--- config.mk ---
export PLATFORM = sky130hd
export DESIGN_NAME = intrusion_guard
export DESIGN_NICKNAME = d
export VERILOG_FILES = /design/src/rtl/intrusion_guard_pkg.sv /design/src/rtl/intrusion_guard_debounce_sync.sv /design/src/rtl/intrusion_guard.sv
export SDC_FILE = /design/constraint.sdc
export NUM_CORES = 1
export LEC_CHECK = 0
export ABC_AREA = 1
export ABC_CLOCK_PERIOD_IN_PS = 2600
export CAP_MARGIN = 20
export CORE_MARGIN = 2
export CORE_UTILIZATION = 55
export CTS_BUF_LIST = sky130_fd_sc_hd__clkbuf_4
export CTS_CLUSTER_SIZE = 10
export DETAILED_ROUTE_END_ITERATION = 10
export GPL_ROUTABILITY_DRIVEN = 0
export GPL_TIMING_DRIVEN = 0
export PLACE_DENSITY_LB_ADDON = 0.3
export SYNTH_ARGS = -nofsm -noshare
export SYNTH_HDL_FRONTEND = slang
export SYNTH_SLANG_ARGS = --single-unit
export TNS_END_PERCENT = 5
--- constraint.sdc ---
create_clock -name clk -period 2.6 [get_ports clk]
set_input_delay 0.52 -clock clk [delete_from_list [all_inputs] [get_ports clk]]
set_output_delay 0.52 -clock clk [all_outputs]
set_load 0.03 [all_outputs]
--- src/rtl/intrusion_guard_pkg.sv ---
// Shared state encodings and default 100 MHz timing for the guard and the downstream alarm stage.
// Anything that counts wall-clock time derives from CLK_HZ so both blocks agree on the clock rate.
package intrusion_guard_pkg;

  typedef enum logic [2:0] {
    ST_DISARMED    = 3'd0,
    ST_EXIT_DELAY  = 3'd1,
    ST_ARMED       = 3'd2,
    ST_ENTRY_DELAY = 3'd3,
    ST_ALARM       = 3'd4
  } state_t;

  localparam int unsigned CLK_HZ            = 100_000_000;
  localparam int unsigned DEF_DEBOUNCE_CYC  = CLK_HZ / 100;
  localparam int unsigned DEF_EXIT_DLY_CYC  = CLK_HZ * 15;
  localparam int unsigned DEF_ENTRY_DLY_CYC = CLK_HZ * 10;
  localparam int unsigned DEF_MAX_FAILS     = 3;

  localparam logic [3:0] FAIL_SAT = 4'hF;

  function automatic logic [3:0] fail_inc(input logic [3:0] cnt);
    return (cnt == FAIL_SAT) ? cnt : cnt + 4'd1;
  endfunction

endpackage

--- src/rtl/intrusion_guard_debounce_sync.sv ---
// Two-flop synchroniser followed by a stability debouncer for the raw intrusion sensor.
// A clean input edge reaches dout DEBOUNCE_CYC+2 clocks later; shorter glitches never reach it.
module debounce_sync
  import intrusion_guard_pkg::*;
#(
  parameter int unsigned DEBOUNCE_CYC = DEF_DEBOUNCE_CYC
) (
  input  logic clk,
  input  logic rst,
  input  logic din,
  output logic dout
);

  localparam int unsigned      CW   = (DEBOUNCE_CYC > 1) ? $clog2(DEBOUNCE_CYC) : 1;
  localparam logic [CW-1:0]    LAST = CW'(DEBOUNCE_CYC - 1);

  logic          r_sync1;
  logic          r_sync2;
  logic          r_db;
  logic [CW-1:0] r_cnt;

  always_ff @(posedge clk or posedge rst) begin
    if (rst) begin
      r_sync1 <= 1'b0;
      r_sync2 <= 1'b0;
      r_db    <= 1'b0;
      r_cnt   <= '0;
    end else begin
      r_sync1 <= din;
      r_sync2 <= r_sync1;
      // Any sample agreeing with the held level restarts the stability window.
      if (r_sync2 == r_db) begin
        r_cnt <= '0;
      end else if (r_cnt == LAST) begin
        r_db  <= r_sync2;
        r_cnt <= '0;
      end else begin
        r_cnt <= r_cnt + CW'(1);
      end
    end
  end

  assign dout = r_db;

endmodule

--- src/rtl/intrusion_guard.sv ---
// Arm / exit-delay / armed / entry-delay / alarm controller with failed-code lockout.
// Outputs are registered from the next state, so they track the state register with no extra lag.
module intrusion_guard
  import intrusion_guard_pkg::*;
#(
  parameter int unsigned DEBOUNCE_CYC  = DEF_DEBOUNCE_CYC,
  parameter int unsigned EXIT_DLY_CYC  = DEF_EXIT_DLY_CYC,
  parameter int unsigned ENTRY_DLY_CYC = DEF_ENTRY_DLY_CYC,
  parameter int unsigned MAX_FAILS     = DEF_MAX_FAILS
) (
  input  logic       clk,
  input  logic       rst,
  input  logic       sensor_in,
  input  logic       arm_req,
  input  logic       code_valid,
  input  logic       code_ok,
  output logic       alarm_req,
  output logic       armed,
  output logic       pending,
  output logic [2:0] state_o,
  output logic [3:0] fail_cnt_o
);

  localparam logic [3:0]  MAX_F      = 4'(MAX_FAILS);
  localparam logic [31:0] EXIT_LOAD  = 32'(EXIT_DLY_CYC - 1);
  localparam logic [31:0] ENTRY_LOAD = 32'(ENTRY_DLY_CYC - 1);

  logic        w_sensor_db;
  logic        w_good;
  logic        w_bad;
  logic        w_expired;
  logic        w_limit;
  logic [3:0]  w_fail_inc;
  state_t      w_nxt;
  logic [3:0]  w_nxt_fail;

  state_t      r_state;
  logic [3:0]  r_fail;
  logic [31:0] r_dly;
  logic        r_alarm;
  logic        r_armed;
  logic        r_pending;

  debounce_sync #(
    .DEBOUNCE_CYC(DEBOUNCE_CYC)
  ) u_debounce (
    .clk (clk),
    .rst (rst),
    .din (sensor_in),
    .dout(w_sensor_db)
  );

  assign w_good     = code_valid & code_ok;
  assign w_bad      = code_valid & ~code_ok;
  assign w_expired  = (r_dly == 32'd0);
  assign w_fail_inc = fail_inc(r_fail);
  assign w_limit    = w_bad & (w_fail_inc == MAX_F);

  // Priority within a cycle: good code, then fail limit, then delay expiry, then sensor.
  always_comb begin
    w_nxt      = r_state;
    w_nxt_fail = r_fail;
    case (r_state)
      ST_DISARMED: begin
        if (arm_req) w_nxt = ST_EXIT_DELAY;
      end
      ST_EXIT_DELAY: begin
        if (w_good)         w_nxt = ST_DISARMED;
        else if (w_expired) w_nxt = ST_ARMED;
      end
      ST_ARMED: begin
        if (w_good) begin
          w_nxt = ST_DISARMED;
        end else begin
          if (w_bad) w_nxt_fail = w_fail_inc;
          if (w_limit)          w_nxt = ST_ALARM;
          else if (w_sensor_db) w_nxt = ST_ENTRY_DELAY;
        end
      end
      ST_ENTRY_DELAY: begin
        if (w_good) begin
          w_nxt = ST_DISARMED;
        end else begin
          if (w_bad) w_nxt_fail = w_fail_inc;
          if (w_limit || w_expired) w_nxt = ST_ALARM;
        end
      end
      ST_ALARM: begin
        if (w_good)     w_nxt = ST_DISARMED;
        else if (w_bad) w_nxt_fail = w_fail_inc;
      end
      default: w_nxt = ST_DISARMED;
    endcase
    if (w_nxt == ST_DISARMED) w_nxt_fail = '0;
  end

  always_ff @(posedge clk or posedge rst) begin
    if (rst) begin
      r_state   <= ST_DISARMED;
      r_fail    <= '0;
      r_dly     <= '0;
      r_alarm   <= 1'b0;
      r_armed   <= 1'b0;
      r_pending <= 1'b0;
    end else begin
      r_state <= w_nxt;
      r_fail  <= w_nxt_fail;
      // Loaded with DLY-1 so expiry, taken when the counter reads zero, lands on cycle DLY.
      if (w_nxt == ST_EXIT_DELAY && r_state != ST_EXIT_DELAY)
        r_dly <= EXIT_LOAD;
      else if (w_nxt == ST_ENTRY_DELAY && r_state != ST_ENTRY_DELAY)
        r_dly <= ENTRY_LOAD;
      else if (!w_expired)
        r_dly <= r_dly - 32'd1;
      r_alarm   <= (w_nxt == ST_ALARM);
      r_armed   <= (w_nxt == ST_ARMED) || (w_nxt == ST_ENTRY_DELAY);
      r_pending <= (w_nxt == ST_EXIT_DELAY) || (w_nxt == ST_ENTRY_DELAY);
    end
  end

  assign alarm_req  = r_alarm;
  assign armed      = r_armed;
  assign pending    = r_pending;
  assign state_o    = r_state;
  assign fail_cnt_o = r_fail;

endmodule

Word-level counts from Yosys, hierarchy flattened
Cells that the tools add are included.
Widths: inputs -> output; s select.
- add/sub/neg operators: 3
- multipliers: 0
- divide/modulo/power cells: 0
- $lt $le $gt $ge: 0
- equality and inequality tests: 16
- shifts and indexed selects: 0
- muxes and demuxes: 20
- bitwise logic cells: 5
- reductions and logical operators: 13
- operator list (kind ; count):
    $mux 32 ; 3
    $mux 20 ; 2
    $logic_not 32->1 ; 1
    $sub 32x1->32 const B ; 1
    $mux 3 ; 9
    $add 20x1->20 const B ; 1
    $eq 20x20->1 const B ; 1
    $mux 4 ; 5
    $pmux 3 s5 ; 1
    $eq 3x2->1 const B ; 4
    $eq 3x1->1 const B ; 2
    $eq 3x3->1 const B ; 2
    $logic_not 3->1 ; 2
    $ne 3x1->1 const B ; 2
    $add 4x1->4 const B ; 1
    $eq 4x2->1 const B ; 1
    $eq 4x4->1 const B ; 1
    $reduce_bool 2->1 ; 2
    $and 1x1->1 ; 3
    $logic_or 1x1->1 ; 3
    $ne 3x2->1 const B ; 1
    $reduce_and 3->1 ; 1
    $reduce_or 3->1 ; 1
    $logic_and 1x1->1 ; 2
    4 further kinds ; 5
- register bits: 65
- latch bits: 0
- bits in writable memories: 0
- ROM bits: 0
- input port bits: 6
- output and inout bits: 10
- word-level logic and storage cells: 67
- memories: 0

Longest topological paths before layout
Gate-level depths: netlist of run 1.
- word-level depth: 12
- mapped depth: 13

Modules after synthesis
From an unflattened synthesis of run 1, not the netlist that was laid out.
- cell total of the unflattened synthesis: 493
- area, all modules: 3943.8 µm²
- modules (own cells, without submodules) (module ; times used ; cells an instance ; area each (µm²) ; seq. area each (µm²)):
    intrusion_guard ; 1 ; 331 ; 2605.0 ; 1051.0
    debounce_sync ; 1 ; 162 ; 1338.8 ; 575.6

Worst setup path after synthesis of run 1
Ideal clock, no wire load.
- path type: flip-flop to flip-flop
- from: reg r_fail[0] (netlist: fail_cnt_o[0])
- to: reg r_dly[3]
- arrival: 1.832 ns
- required time: 2.469 ns
- slack: 0.637 ns
- cell stages (with the launch flop): 12
- path buffers: 1
- cells stage by stage: dfrtp_1 -> ha_1 -> nand3_2 -> o21ai_1 -> nand2_1 -> inv_1 -> nand2_2 -> o2111ai_4 -> nand2_4 -> inv_2 -> buf_4 -> o211ai_1
- longest elaborated chain between the ends: 12
- ends and longest elaborated chain (item ; RTL line ; source):
    start, declared ; intrusion_guard.sv:38 ; logic [3:0] r_fail;
    start signal, assigned ; intrusion_guard.sv:107 ; r_fail <= w_nxt_fail;
    $add 4x1->4 / $eq 4x4->1 (equally long branches) ; intrusion_guard_pkg.sv:22 ; return (cnt == FAIL_SAT) ? cnt : cnt + 4'd1;
    $mux 4 * ; intrusion_guard_pkg.sv:22 ;
    $eq 4x2->1 * ; intrusion_guard.sv:57 ; assign w_limit = w_bad & (w_fail_inc == MAX_F);
    $and 1x1->1 * ; intrusion_guard.sv:57 ;
    $logic_or 1x1->1 ; intrusion_guard.sv:85 ; if (w_limit || w_expired) w_nxt = ST_ALARM;
    $mux 3 ; intrusion_guard.sv:85 ;
    $mux 3 ; intrusion_guard.sv:81 ; if (w_good) begin
    $pmux 3 s5 * ; intrusion_guard.sv:63 ; case (r_state)
    $eq 3x2->1 ; intrusion_guard.sv:111 ; else if (w_nxt == ST_ENTRY_DELAY && r_state != ST_ENTRY_DELAY)
    $logic_and 1x1->1 ; intrusion_guard.sv:111 ;
    $mux 32 ; intrusion_guard.sv:111 ;
    $mux 32 ; intrusion_guard.sv:109 ; if (w_nxt == ST_EXIT_DELAY && r_state != ST_EXIT_DELAY)
    end signal, assigned ; intrusion_guard.sv:114 ; r_dly <= r_dly - 32'd1;
    end, declared ; intrusion_guard.sv:39 ; logic [31:0] r_dly;
Mark *: on every way between the ends. The rest lies on a longest branch, timed or not.
A chain may end at the register's enable or synchronous reset.

Final worst setup path of run 1
- from: reg r_state[0] (netlist: state_o[0])
- to: out state_o[0]
- RTL lines (item ; RTL line ; source):
    start, declared ; intrusion_guard.sv:37 ; state_t r_state;
    start signal, assigned ; intrusion_guard.sv:106 ; r_state <= w_nxt;
    end, declared ; intrusion_guard.sv:20 ; output logic [2:0] state_o,
No word-level cell between the ends.

==> metrics list, run 1 <==
- Of the synthesized area, sequential elements account for 0.455.
* Gate count after technology mapping: 429
- Post-detailed-route wirelength per cell: 13.1 µm
- Summing all multi-input logic gate instances after layout gives 1740 µm².
* Top delay family on crit path: buffers and inverters
* Count of nets after finishing: 465
* Sequential cell fraction of total power: 0.470
* Final hold violations: 0
* Clock tree from TritonCTS: done
- Derived from the worst setup path, the maximum achievable clock frequency is 0.471 GHz.
- Number of gates resized after CTS: 0
- Switching Fraction: 0.369
- Proportion of layout cells with a drive suffix above 1: 0.115
- Core utilization of the finished layout: 0.629
- The most critical setup path has its startpoint at state_o[0].
- Buffers inserted to repair hold after CTS numbered 0.
* Number of register bits inferred by synthesis: 65
- Synth unique cells: 40
- Synth async-reset ratio: 1.00
- The root buffer cell chosen for the clock tree is sky130_fd_sc_hd__clkbuf_4.
- P per Cell Area: 727 nW/µm²
- Later-pin clock latency in the skew report: ~0.42 ns
* Buffers added on ports: 15
- Clock-pin slew was measured on the worst setup and hold paths at 0.10 ns.
* Syn-to-layout area delta: 11.0%
- TritonCTS sink count: 65
- The initial antenna violation count is 0.
- The floorplan has 29 rows.
* Clock buffer depth: 2
- Summed over all layers, the global routing overflow is 0.
- The critical path goes through clkdlybuf4s50_1.
- # Post-CTS Setup Buffers: 0
- In this run the number of H-tree levels came out at 3.
- Post-route fraction of the period consumed by the critical path: 0.816
- Synthesis produced a netlist with a net count of 438.
- Crit path buf inv count: 1
* Overall power consumption: 2.89 mW
- The layout has 561 filler cells.
* Post-synthesis average cell area: 8.34 µm²
* Final worst clock skew: 0.0179 ns
* Maximum number of pins on one net before global-route repair: 36
- Critical path data arrival time: 1.60 ns
- Kind of critical path: reg -> out
- Reg-to-reg startpoint: r_dly[0]
- Total net switching power: approximately 1.1 mW
* Most frequent cells in the layout: sky130_fd_sc_hd__nand2_1 (80), sky130_fd_sc_hd__nor2_1 (65), sky130_fd_sc_hd__dfrtp_1 (65), sky130_fd_sc_hd__inv_1 (47), sky130_fd_sc_hd__xor2_1 (26)
* Cell-internal power: between 1.5 and 2 mW
- Clock network fraction of total power: 0.226
* Final hold slack: 0.363 ns
- At the pin with the least slew margin, the transition time is 0.658 ns.
- Maximum fanout along the worst path: 5
* Detailed-route DRC error count: 0
- Combinational power share: 0.304
- CP endpoint kind: output pin
- Seq. cell area: about 1600 µm²
- The first TritonRoute pass finished after 4 iterations.
- Vias after detailed routing: between 2000 and 3000
* VDD IR-drop max: 0.522 mV
- Width of the die: 84.7 µm
- The floorplan step defined a die boundary enclosing 7170 µm².
* Via count of the first global-routing pass: around 2800
- Antenna diode instance count: 0
- Setup Viol. Count Final: 0
* Netlist Area Pre-Place: 3580 µm²
- In the routed layout, each cell is associated on average with a via count of 5.26.
- Hold Path Origin: u_debounce.r_sync1
- STA classifies the critical path startpoint as a register.
- The max-slew violation count was 0.
* Classification of the worst-slack hold path: reg -> reg
- Yosys printed 0 warnings.
- WP data required: 2.08 ns
- For this run, the leading register cell type out of synthesis is sky130_fd_sc_hd__dfrtp_1.
- Setup repair after global routing missed its margin: no
- After legalization and detailed placement, the total HPWL measured approximately 5300 µm.
- Post-detailed-placement cell area: 3840 µm²
- Starting Density: 0.567
* Post-route antenna net violation count: 0
- Summed negative setup slack over all endpoints: 0 ns
- Summing all non-filler instances in the final layout gives an area of 3970 µm².
- Measured against its own limit, the worst slew margin works out to 0.561.
- Total routing resource utilization after global routing: 0.218
- Number of ports placed on the die boundary: 16
* Reported max-cap violation count: 0
- Master of the slowest instance on the critical path: sky130_fd_sc_hd__clkdlybuf4s50_1
* Reported leakage power: 1.80 nW
* Number of flops mapped to enable cells by yosys: 0
* Core area: 6310 µm²
- The detailed router finished its first iteration with 124 violations.
* Clock buffer count from CTS: 9
- The die is roughly 85 µm tall.
- The run finished with clean final reports.
* Total Wirelength: 7050 µm
* Leading cell type in the layout, fill and taps excluded: sky130_fd_sc_hd__nand2_1
- Counting I/O delays and the setup requirement, the final critical path takes about 2.1 ns.
- On the worst path, the slowest cell contributes a delay of 0.72 ns.
- Wire length of the first global-routing pass: 12400 µm
[layer usage]
| metal | part of all wire | global-route usage | wire (µm) | up-vias |
|---|---|---|---|---|
| met2 | 0.48 | 0.351 | 3380 | 39 |
| met4 | 0.020 | 0.104 | 143 | 0 |
| met1 | 0.47 | 0.284 | 3330 | 1343 |
| met3 | 0.027 | 0.0413 | 191 | 14 |
| li1 | - | - | - | 1430 |
| met5 | 0 | 0 | 0 | - |
[synthesized netlist by cell type (5+ instances only)]
master                    instances  area, µm²
sky130_fd_sc_hd__a21oi_1         13       65.1
sky130_fd_sc_hd__dfrtp_1         65       1630
sky130_fd_sc_hd__inv_1           48        180
sky130_fd_sc_hd__nand2_1         80        300
sky130_fd_sc_hd__nand2_2          5       31.3
sky130_fd_sc_hd__nand3_1         22        110
sky130_fd_sc_hd__nand4_1          6       37.5
sky130_fd_sc_hd__nor2_1          65        244
sky130_fd_sc_hd__nor2_2           6       37.5
sky130_fd_sc_hd__nor2_4           5       56.3
sky130_fd_sc_hd__nor3_1          16       80.1
sky130_fd_sc_hd__nor4_1           5       31.3
sky130_fd_sc_hd__o21ai_0         16       80.1
sky130_fd_sc_hd__xnor2_1         13        114
sky130_fd_sc_hd__xor2_1          26        228
[state kept, by name, indices dropped and copies added, names as in the netlist]
signal / cells
u_debounce.dout: 1
state_o: 3
fail_cnt_o: 4
u_debounce.r_cnt: 20
pending: 1
armed: 1
u_debounce.r_sync2: 1
alarm_req: 1
r_dly: 32
u_debounce.r_sync1: 1
[worst paths after layout]
path	to	slack [ns]	depth (start not counted)
max	state_o[0]	0.48	1
min	u_debounce.r_sync2	0.36	0
min in group asynchronous	r_dly[5]	0.52	2
min reg2reg	u_debounce.r_sync2	0.36	0
max in group asynchronous	alarm_req	1.48	3
max reg2reg	fail_cnt_o[1]	0.50	11
[per-stage QoR]
step | setup slack, ns | instances
after CTS | 0.455 | 537
after global placement | -0.605 | 521
after detailed placement | 0.288 | 522
final | 0.479 | 537
after global routing | 0.304 | 537
after floorplan | 0.454 | 429
[area by class of cell]
type | count | share of cell area
Multi-Input combinational cell | 310 | 0.438
Tap cell | 77 | 0.0243
Inverter | 49 | 0.0463
Clock inverter | 4 | 0.0113
Clock buffer | 11 | 0.0208
Timing Repair Buffer | 16 | 0.0428
Sequential cell | 65 | 0.409
Buffer | 5 | 0.00661
[kinds of logic after synthesis]
logic type,share of synthesized area
compound gates,0.0626
xor+xnor,0.0955
fa+ha+maj,0.0105
buf+inv,0.0587
flops,0.455
mux,0.0119
simple gates,0.306
[power by group through the flow]
stage,registers [mW],clock network [mW],logic [mW]
after floorplan,1.41,0,0.589
after global placement,1.37,0,0.847
after detailed placement,1.38,0,0.876
after CTS,1.36,0.674,0.880
after global routing,1.38,0.708,0.988
final,1.36,0.654,0.877
Note: power is estimated with default switching activity, not from simulation.
==> run 2: changes to the inputs <==
Settings changed: ABC_CLOCK_PERIOD_IN_PS 2600 to 1800.
Clock period 2.6 ns to 1.8 ns, I/O delays scaled along.
==> run 2 against run 1 <==
Critical path depth rose by 10. Sequential power increased by 45%. Largest cell class unchanged. First-iteration DRC count increased by 33%. Routed wire length increased by 11%. Die area unchanged. Via count increased by 7.9%. Sequential share of layout area down 3.3 points. The flow now finishes with violations (setup timing). Clock-buffer cell count fell by 1.
==> metrics list, run 2 (synthesis gave the netlist of run 1 again) <==
- Number of flip-flops under the largest register name: 32
* Die area: 7170 µm²
- The final-report hold violation count is 0.
- The startpoint identified for the worst register-to-register timing path is r_dly[1].
- Number of antenna violations at the first check in global routing: 0
* Die Ht: 84.7 µm
- 1st-iter DRT viols: between 150 and 200
- Setup Viol. Count Final: 8
* Final critical-path setup slack: -0.0720 ns
- Site Rows: 29
- Final count of pins violating max slew: 0
* Ordered list of cells on the worst path: inv_2 > ha_4 > nand2_4 > nor2_4 > nand4_4 > nand2_2 > nor2_1 > nor2_4 > nand4_4 > nand2_1 > inv_1
- Core area: ~6300 µm²
- Across the VDD grid, the largest voltage drop is 0.751 mV.
* Final hold slack: 0.309 ns
* Reported leakage power: 2.01 nW
- By startpoint and endpoint, the worst setup path is classified as reg -> reg.
- Summed over all layers, the routed wires come to 7820 µm.
- The largest single stage delay on the critical path is roughly 0.42 ns.
* Core utilization of the finished layout: 0.684
* Later-pin clock latency in the skew report: 0.43 ns
* Final worst clock skew: 0.00880 ns
- Counting every sink on the clock net gives 65.
- WP data required: 2.13 ns
- Maximum fanout along the worst path: 7
- Critical path data arrival time: roughly 2.2 ns
- Buffers added on ports: 15
- Max-cap violations in this run came to 0.
- Classification of the worst-slack hold path: in -> async
* Clock buffer depth: 2
- Grouping stages by cell kind, the critical path spends the most delay in simple AND/OR/NAND/NOR gates.
- The endpoint identified for the worst register-to-register timing path is fail_cnt_o[3].
* Width of the die: 84.7 µm
- Following the worst setup path forward leads to its endpoint at fail_cnt_o[3].
- Slew of the pin with the lowest slew margin: 0.635 ns
- Post-route antenna net violation count: 0
- Summed over all nets, the switching power comes to 1.69 mW.
- Failing checks: setup timing
- Worst slew margin relative to its limit: 0.573
- The routed layout has between 3000 and 4000 vias.
- Path depth of the worst reg2reg path: 11
- DP Wirelength: 5230 µm
- In the global route stage, overall resource usage came out at 0.232.
- The first global-routing pass estimated around 13000 µm of wire.
- Via count of the first global-routing pass: 3002
- For this run the aggregate overflow at the end of global routing stands at 0.
- Flop-to-flop setup slack: -0.07 ns
- The library cell used most frequently in the layout, excluding fill and tap cells, is sky130_fd_sc_hd__nand2_1.
- H-tree levels: 3
- Master of the slowest instance on the critical path: sky130_fd_sc_hd__dfrtp_1
- Detailed-route DRC error count: 0
* Initial DRT Pass Iterations: 7
* Count of nets after finishing: 483
* Final Cell Area: 4320 µm²
- Shortest period the worst path allows: 1.87 ns
- Of the total power, combinational logic draws 0.349.
- Logic depth of the worst path, buffers included: 11
- From synthesis to final layout, the design area changed by 20.7%.
- Clock-pin transition on the worst setup and hold timing paths: around 0.1 ns
- After detailed routing, the average wire length per cell comes to 14.1 µm.
- CP endpoint kind: register
- Maximum number of pins on one net before global-route repair: 44
- Clock tree root driver cell: sky130_fd_sc_hd__clkbuf_4
- FMAX: 0.534 GHz
* Post-route fraction of the period consumed by the critical path: 1.04
- Via density per instance: 5.49
- Switching Fraction: 0.379
* Clock buffer count from CTS: 9
* Starting Density: 0.567
- The flow ran to the end, but the final reports show violations.
* Proportion of layout cells with a drive suffix above 1: 0.209
* Number of fillers in the final layout: 494
- The critical path contains buffers and inverters numbering 2 combined.
* P per Cell Area: 1030 nW/µm²
- 16 I/O pins were placed.
- Cell internal power was estimated by the tool at approximately 2.8 mW.
- Multi-input gate area: 1930 µm²
* Post-detailed-placement cell area: 3850 µm²
* Register bank with the most flops: r_dly
* Most frequent cells in the layout: sky130_fd_sc_hd__nand2_1 (74), sky130_fd_sc_hd__dfrtp_1 (65), sky130_fd_sc_hd__nor2_1 (56), sky130_fd_sc_hd__inv_1 (44), sky130_fd_sc_hd__xor2_1 (26)
- The share of total power dissipated in sequential elements is 0.441.
* Seq. cell area: about 1600 µm²
- The worst setup path is launched from a register.
* Post-CTS Hold Fix Bufs: 0
* Antenna diode instance count: 0
- Clock network fraction of total power: 0.210
- Setup repair after global routing missed its margin: yes
- Clock tree from TritonCTS: done
* Source of the critical timing path: r_dly[1]
[run 2: through the flow]
step,instances,setup TNS [ns],setup slack (ns),power [mW]
3_3_place_gp,521,-11.84,-0.323,3.21
3_5_place_dp,522,-8.86,-0.391,3.25
6_report,555,-0.323,-0.0720,4.45
4_1_cts,552,-0.107,-0.0369,4.37
5_1_grt,555,-3.79,-0.189,4.73
2_1_floorplan,429,-2.08,-0.163,2.89
[run 2: metal layers]
metal	track usage	vias to the layer above	routed length, µm
met2	0.365	92	3760
li1	-	1473	-
met4	0.105	0	215
met3	0.0442	29	345
met1	0.313	1454	3510
met5	0	-	0
[run 2: power by group through the flow]
stage / combinational [mW] / sequential, mW / clock (mW)
global placement: 1.23 / 1.98 / 0
global route: 1.72 / 2.00 / 1.01
floorplan: 0.852 / 2.04 / 0
finish: 1.55 / 1.97 / 0.936
detailed placement: 1.26 / 1.99 / 0
CTS: 1.46 / 1.95 / 0.950
[run 2: how the worst min path moves through the flow]
stage | startpoint | end | slack, ns | cells after the start
floorplan | u_debounce.r_sync1 | u_debounce.r_sync2 | 0.33 | 0
CTS | rst | r_dly[8] | 0.33 | 2
detailed placement | u_debounce.r_sync1 | u_debounce.r_sync2 | 0.34 | 0
global placement | u_debounce.r_sync1 | u_debounce.r_sync2 | 0.34 | 0
global route | sensor_in | u_debounce.r_sync1 | 0.36 | 1
finish | rst | r_dly[4] | 0.31 | 2
[run 2: repair_timing]
action / in CTS / in global routing
resized for setup: 31 / 35
pin swaps: 10 / 6
setup buffers: 15 / 3
endpoints found under the setup margin: 57 / 58
[run 2: worst reg2reg max path, delay by kind of cell, from the launching register on]
family	cells	cell delay [ns]
simple gates	8	1.08
flops	1	0.42
fa+ha+maj	1	0.15
buf+inv	2	0.13
[run 2: area by class of cell]
class	instances	share of cell area
inverters	49	0.0440
clock inverters	5	0.0110
flip-flops and latches	65	0.377
repair buffers	34	0.0713
clock buffers	10	0.0174
multi-input cells	310	0.448
plain buffers	5	0.00956
well taps	77	0.0223
==> run 3: changes to the inputs <==
Settings changed: CORE_MARGIN 2 to 4.
==> run 3 against run 2 <==
Via count decreased by 1.1%. Clock power decreased by 2.8%. Flip-flop and latch count unchanged. Clock-buffer cell count unchanged. Register-to-register slack got worse by 0.04 ns. Fmax decreased by 1.8%. Critical path depth increased by 2. The flow still finishes with violations (setup timing). Combinational power increased by 5%. Setup slack got worse by 0.035 ns. Global-route usage decreased by 1.6 points. First-iteration DRC count increased by 30%. Sequential share of layout area decreased by 0.66 points.
==> metrics list, run 3 (synthesis gave the netlist of run 1 again) <==
* Status: finished, violations left
- The final reports fail on setup timing.
* Vias after detailed routing: 3015
- The first TritonRoute pass finished after 5 iterations.
- Later-pin clock latency in the skew report: 0.41 ns
* Worst slew margin relative to its limit: 0.437
* Post-route fraction of the period consumed by the critical path: 1.06
* Flop-to-flop setup slack: -0.11 ns
- Number of flip-flops under the largest register name: 32
- The initial antenna violation count is 0.
* Die Ht: 88.7 µm
- Residual overflow from global routing: 0
- Counting tap cells, the placed design contains a total of 522 instances.
- Syn-to-layout area delta: 22.8%
- The repair_antennas step left the layout with diodes totalling 0.
- The core region is 6350 µm².
- Worst-case setup slack after placement: -0.339 ns
* Final worst clock skew: 0.0117 ns
- Site Rows: 29
- The endpoint identified for the worst register-to-register timing path is fail_cnt_o[1].
- Final hold slack: 0.366 ns
* Maximum number of pins on one net before global-route repair: 40
- Width of the die: around 89 µm
* Clock tree from TritonCTS: done
* Slowest cell delay on critical path: 0.42 ns
* Seq. cell area: roughly 1600 µm²
- Starting Density: 0.564
* Final count of pins violating max slew: 0
- Final critical-path setup slack: -0.107 ns
- Once detailed placement completed, the half-perimeter wirelength came to around 5300 µm.
* Core utilization of the finished layout: 0.692
- Clock buffer depth: 2
* Post-detailed-route wirelength per cell: approximately 14 µm
- The H-tree was split into 3 levels.
- The finished layout holds between 500 and 600 standard cells, fillers aside.
* Buffers added on ports: 15
- In this run the worst setup path terminates at fail_cnt_o[1].
* Via count of the first global-routing pass: approximately 3000
* Die area: 7860 µm²
- Ordered list of cells on the worst path: inv_2 > ha_4 > nand2_4 > nor2_4 > nand4_4 > nand2_2 > nand2_1 > nand2_1 > nand2_1 > nand2_2 > nand4_4 > nand2_1 > inv_1
- Final Cell Area: 4400 µm²
- At the pin with the least slew margin, the transition time is about 0.84 ns.
- STA puts the critical path data arrival time at 2.22 ns.
* Total routing resource utilization after global routing: 0.216
- Via density per instance: 5.37
- Leading cell type in the layout, fill and taps excluded: sky130_fd_sc_hd__nand2_1
- Setup repair after global routing missed its margin: yes
- Clock buffer count from CTS: 9
- Fill cells in the final layout number 498.
- P per Cell Area: 1020 nW/µm²
* Post-CTS Hold Fix Bufs: 0
* Overall power consumption: 4.50 mW
* WP data required: 2.11 ns
- In this run the worst path has a maximum fanout of 7.
- Summed negative setup slack over all endpoints: -0.576 ns
- The critical path is of the reg -> reg type.
- Post-route antenna net violation count: 0
* VDD IR-drop max: 0.726 mV
* CP endpoint kind: register
- In this run the static leakage power is approximately 2.0 nW.
* Reg-to-reg startpoint: r_dly[1]
- 16 I/O pins were placed.
- Clock-pin slew was measured on the worst setup and hold paths at 0.10 ns.
- In the layout the commonest cells are sky130_fd_sc_hd__nand2_1 (69), sky130_fd_sc_hd__dfrtp_1 (65), sky130_fd_sc_hd__nor2_1 (56), sky130_fd_sc_hd__inv_1 (42), sky130_fd_sc_hd__xor2_1 (26).
- For this block, the initial DRC count from the detailed router was 215.
- The first global-routing pass estimated 13200 µm of wire.
* Total Wirelength: roughly 8000 µm
* Post-detailed-placement cell area: 3850 µm²
* FMAX: 0.524 GHz
- The final layout contains approximately 500 nets.
* Path depth of the worst reg2reg path: 13
* Shortest period the worst path allows: 1.91 ns
- The clock drives 65 sinks.
* Clock tree root driver cell: sky130_fd_sc_hd__clkbuf_4
* Source of the critical timing path: r_dly[1]
- Setup Viol. Count Final: 12
- On the critical path, the stage with the largest delay is an instance of sky130_fd_sc_hd__dfrtp_1.
- The register with the most flip-flops in the final layout is r_dly.
- The worst hold path belongs to the class reg -> reg.
- Counting stages on the worst path, the most repeated cell is sky130_fd_sc_hd__nand2_1.
- Of the cells placed in the final design, the portion with a size suffix greater than 1 is 0.236.
* Detailed-route DRC error count: 0
- Final hold violations: 0
- Reported max-cap violation count: 0
- Multi-input gate area: between 1500 and 2000 µm²
* Kind of launch point of the worst setup path: register
==> run 3: changes by cell type in the layout (fill, tap and decap cells not counted), moves of 2 or more <==
cell,before,now
sky130_fd_sc_hd__nand2_1,74,69
sky130_fd_sc_hd__inv_2,3,5
sky130_fd_sc_hd__o21ai_0,13,10
sky130_fd_sc_hd__o21ai_1,4,7
sky130_fd_sc_hd__nand2_2,8,12
sky130_fd_sc_hd__buf_6,1,5
sky130_fd_sc_hd__inv_1,44,42
sky130_fd_sc_hd__buf_4,19,22
==> run 3: final cells by class <==
class | count | share of cell area
plain buffers | 5 | 0.00882
clock buffers | 10 | 0.0171
clock inverters | 5 | 0.0108
inverters | 49 | 0.0433
multi-input cells | 310 | 0.447
flip-flops and latches | 65 | 0.370
well taps | 77 | 0.0219
repair buffers | 40 | 0.0811
==> run 3: worst max-delay path: cells and delay by family (launching register included) <==
| kind | cells | cell delay (ns) |
|---|---|---|
| adder cells (fa/ha/maj) | 1 | 0.14 |
| buffers and inverters | 2 | 0.12 |
| flip-flops | 1 | 0.42 |
| AND/OR/NAND/NOR | 10 | 1.14 |
==> run 3: worst min path at each step <==
stage | end | slack (ns) | startpoint | depth (start not counted)
3_5_place_dp | u_debounce.r_sync2 | 0.34 | u_debounce.r_sync1 | 0
3_3_place_gp | u_debounce.r_sync2 | 0.34 | u_debounce.r_sync1 | 0
4_1_cts | u_debounce.r_sync2 | 0.37 | u_debounce.r_sync1 | 0
6_report | u_debounce.r_sync2 | 0.37 | u_debounce.r_sync1 | 0
2_1_floorplan | u_debounce.r_sync2 | 0.33 | u_debounce.r_sync1 | 0
5_1_grt | u_debounce.r_sync1 | 0.36 | sensor_in | 1
==> run 3: what timing repair did <==
action	CTS	global route
buffers inserted	17	6
resized for setup	31	50
endpoints found under the setup margin	59	57
gates cloned	0	1
pin swaps	8	13
==> run 3: power by group <==
group	internal, mW	switching, mW	total [mW]
clock network	0.418	0.491	0.910
logic	0.703	0.920	1.62
registers	1.71	0.259	1.96
total	2.83	1.67	4.50
==> run 3: routing by layer <==
metal | vias to the layer above | GRT usage | routed length [µm]
met5 | - | 0 | 0
met4 | 0 | 0.0687 | 125
li1 | 1486 | - | -
met1 | 1428 | 0.275 | 3430
met2 | 84 | 0.350 | 3900
met3 | 17 | 0.0680 | 372
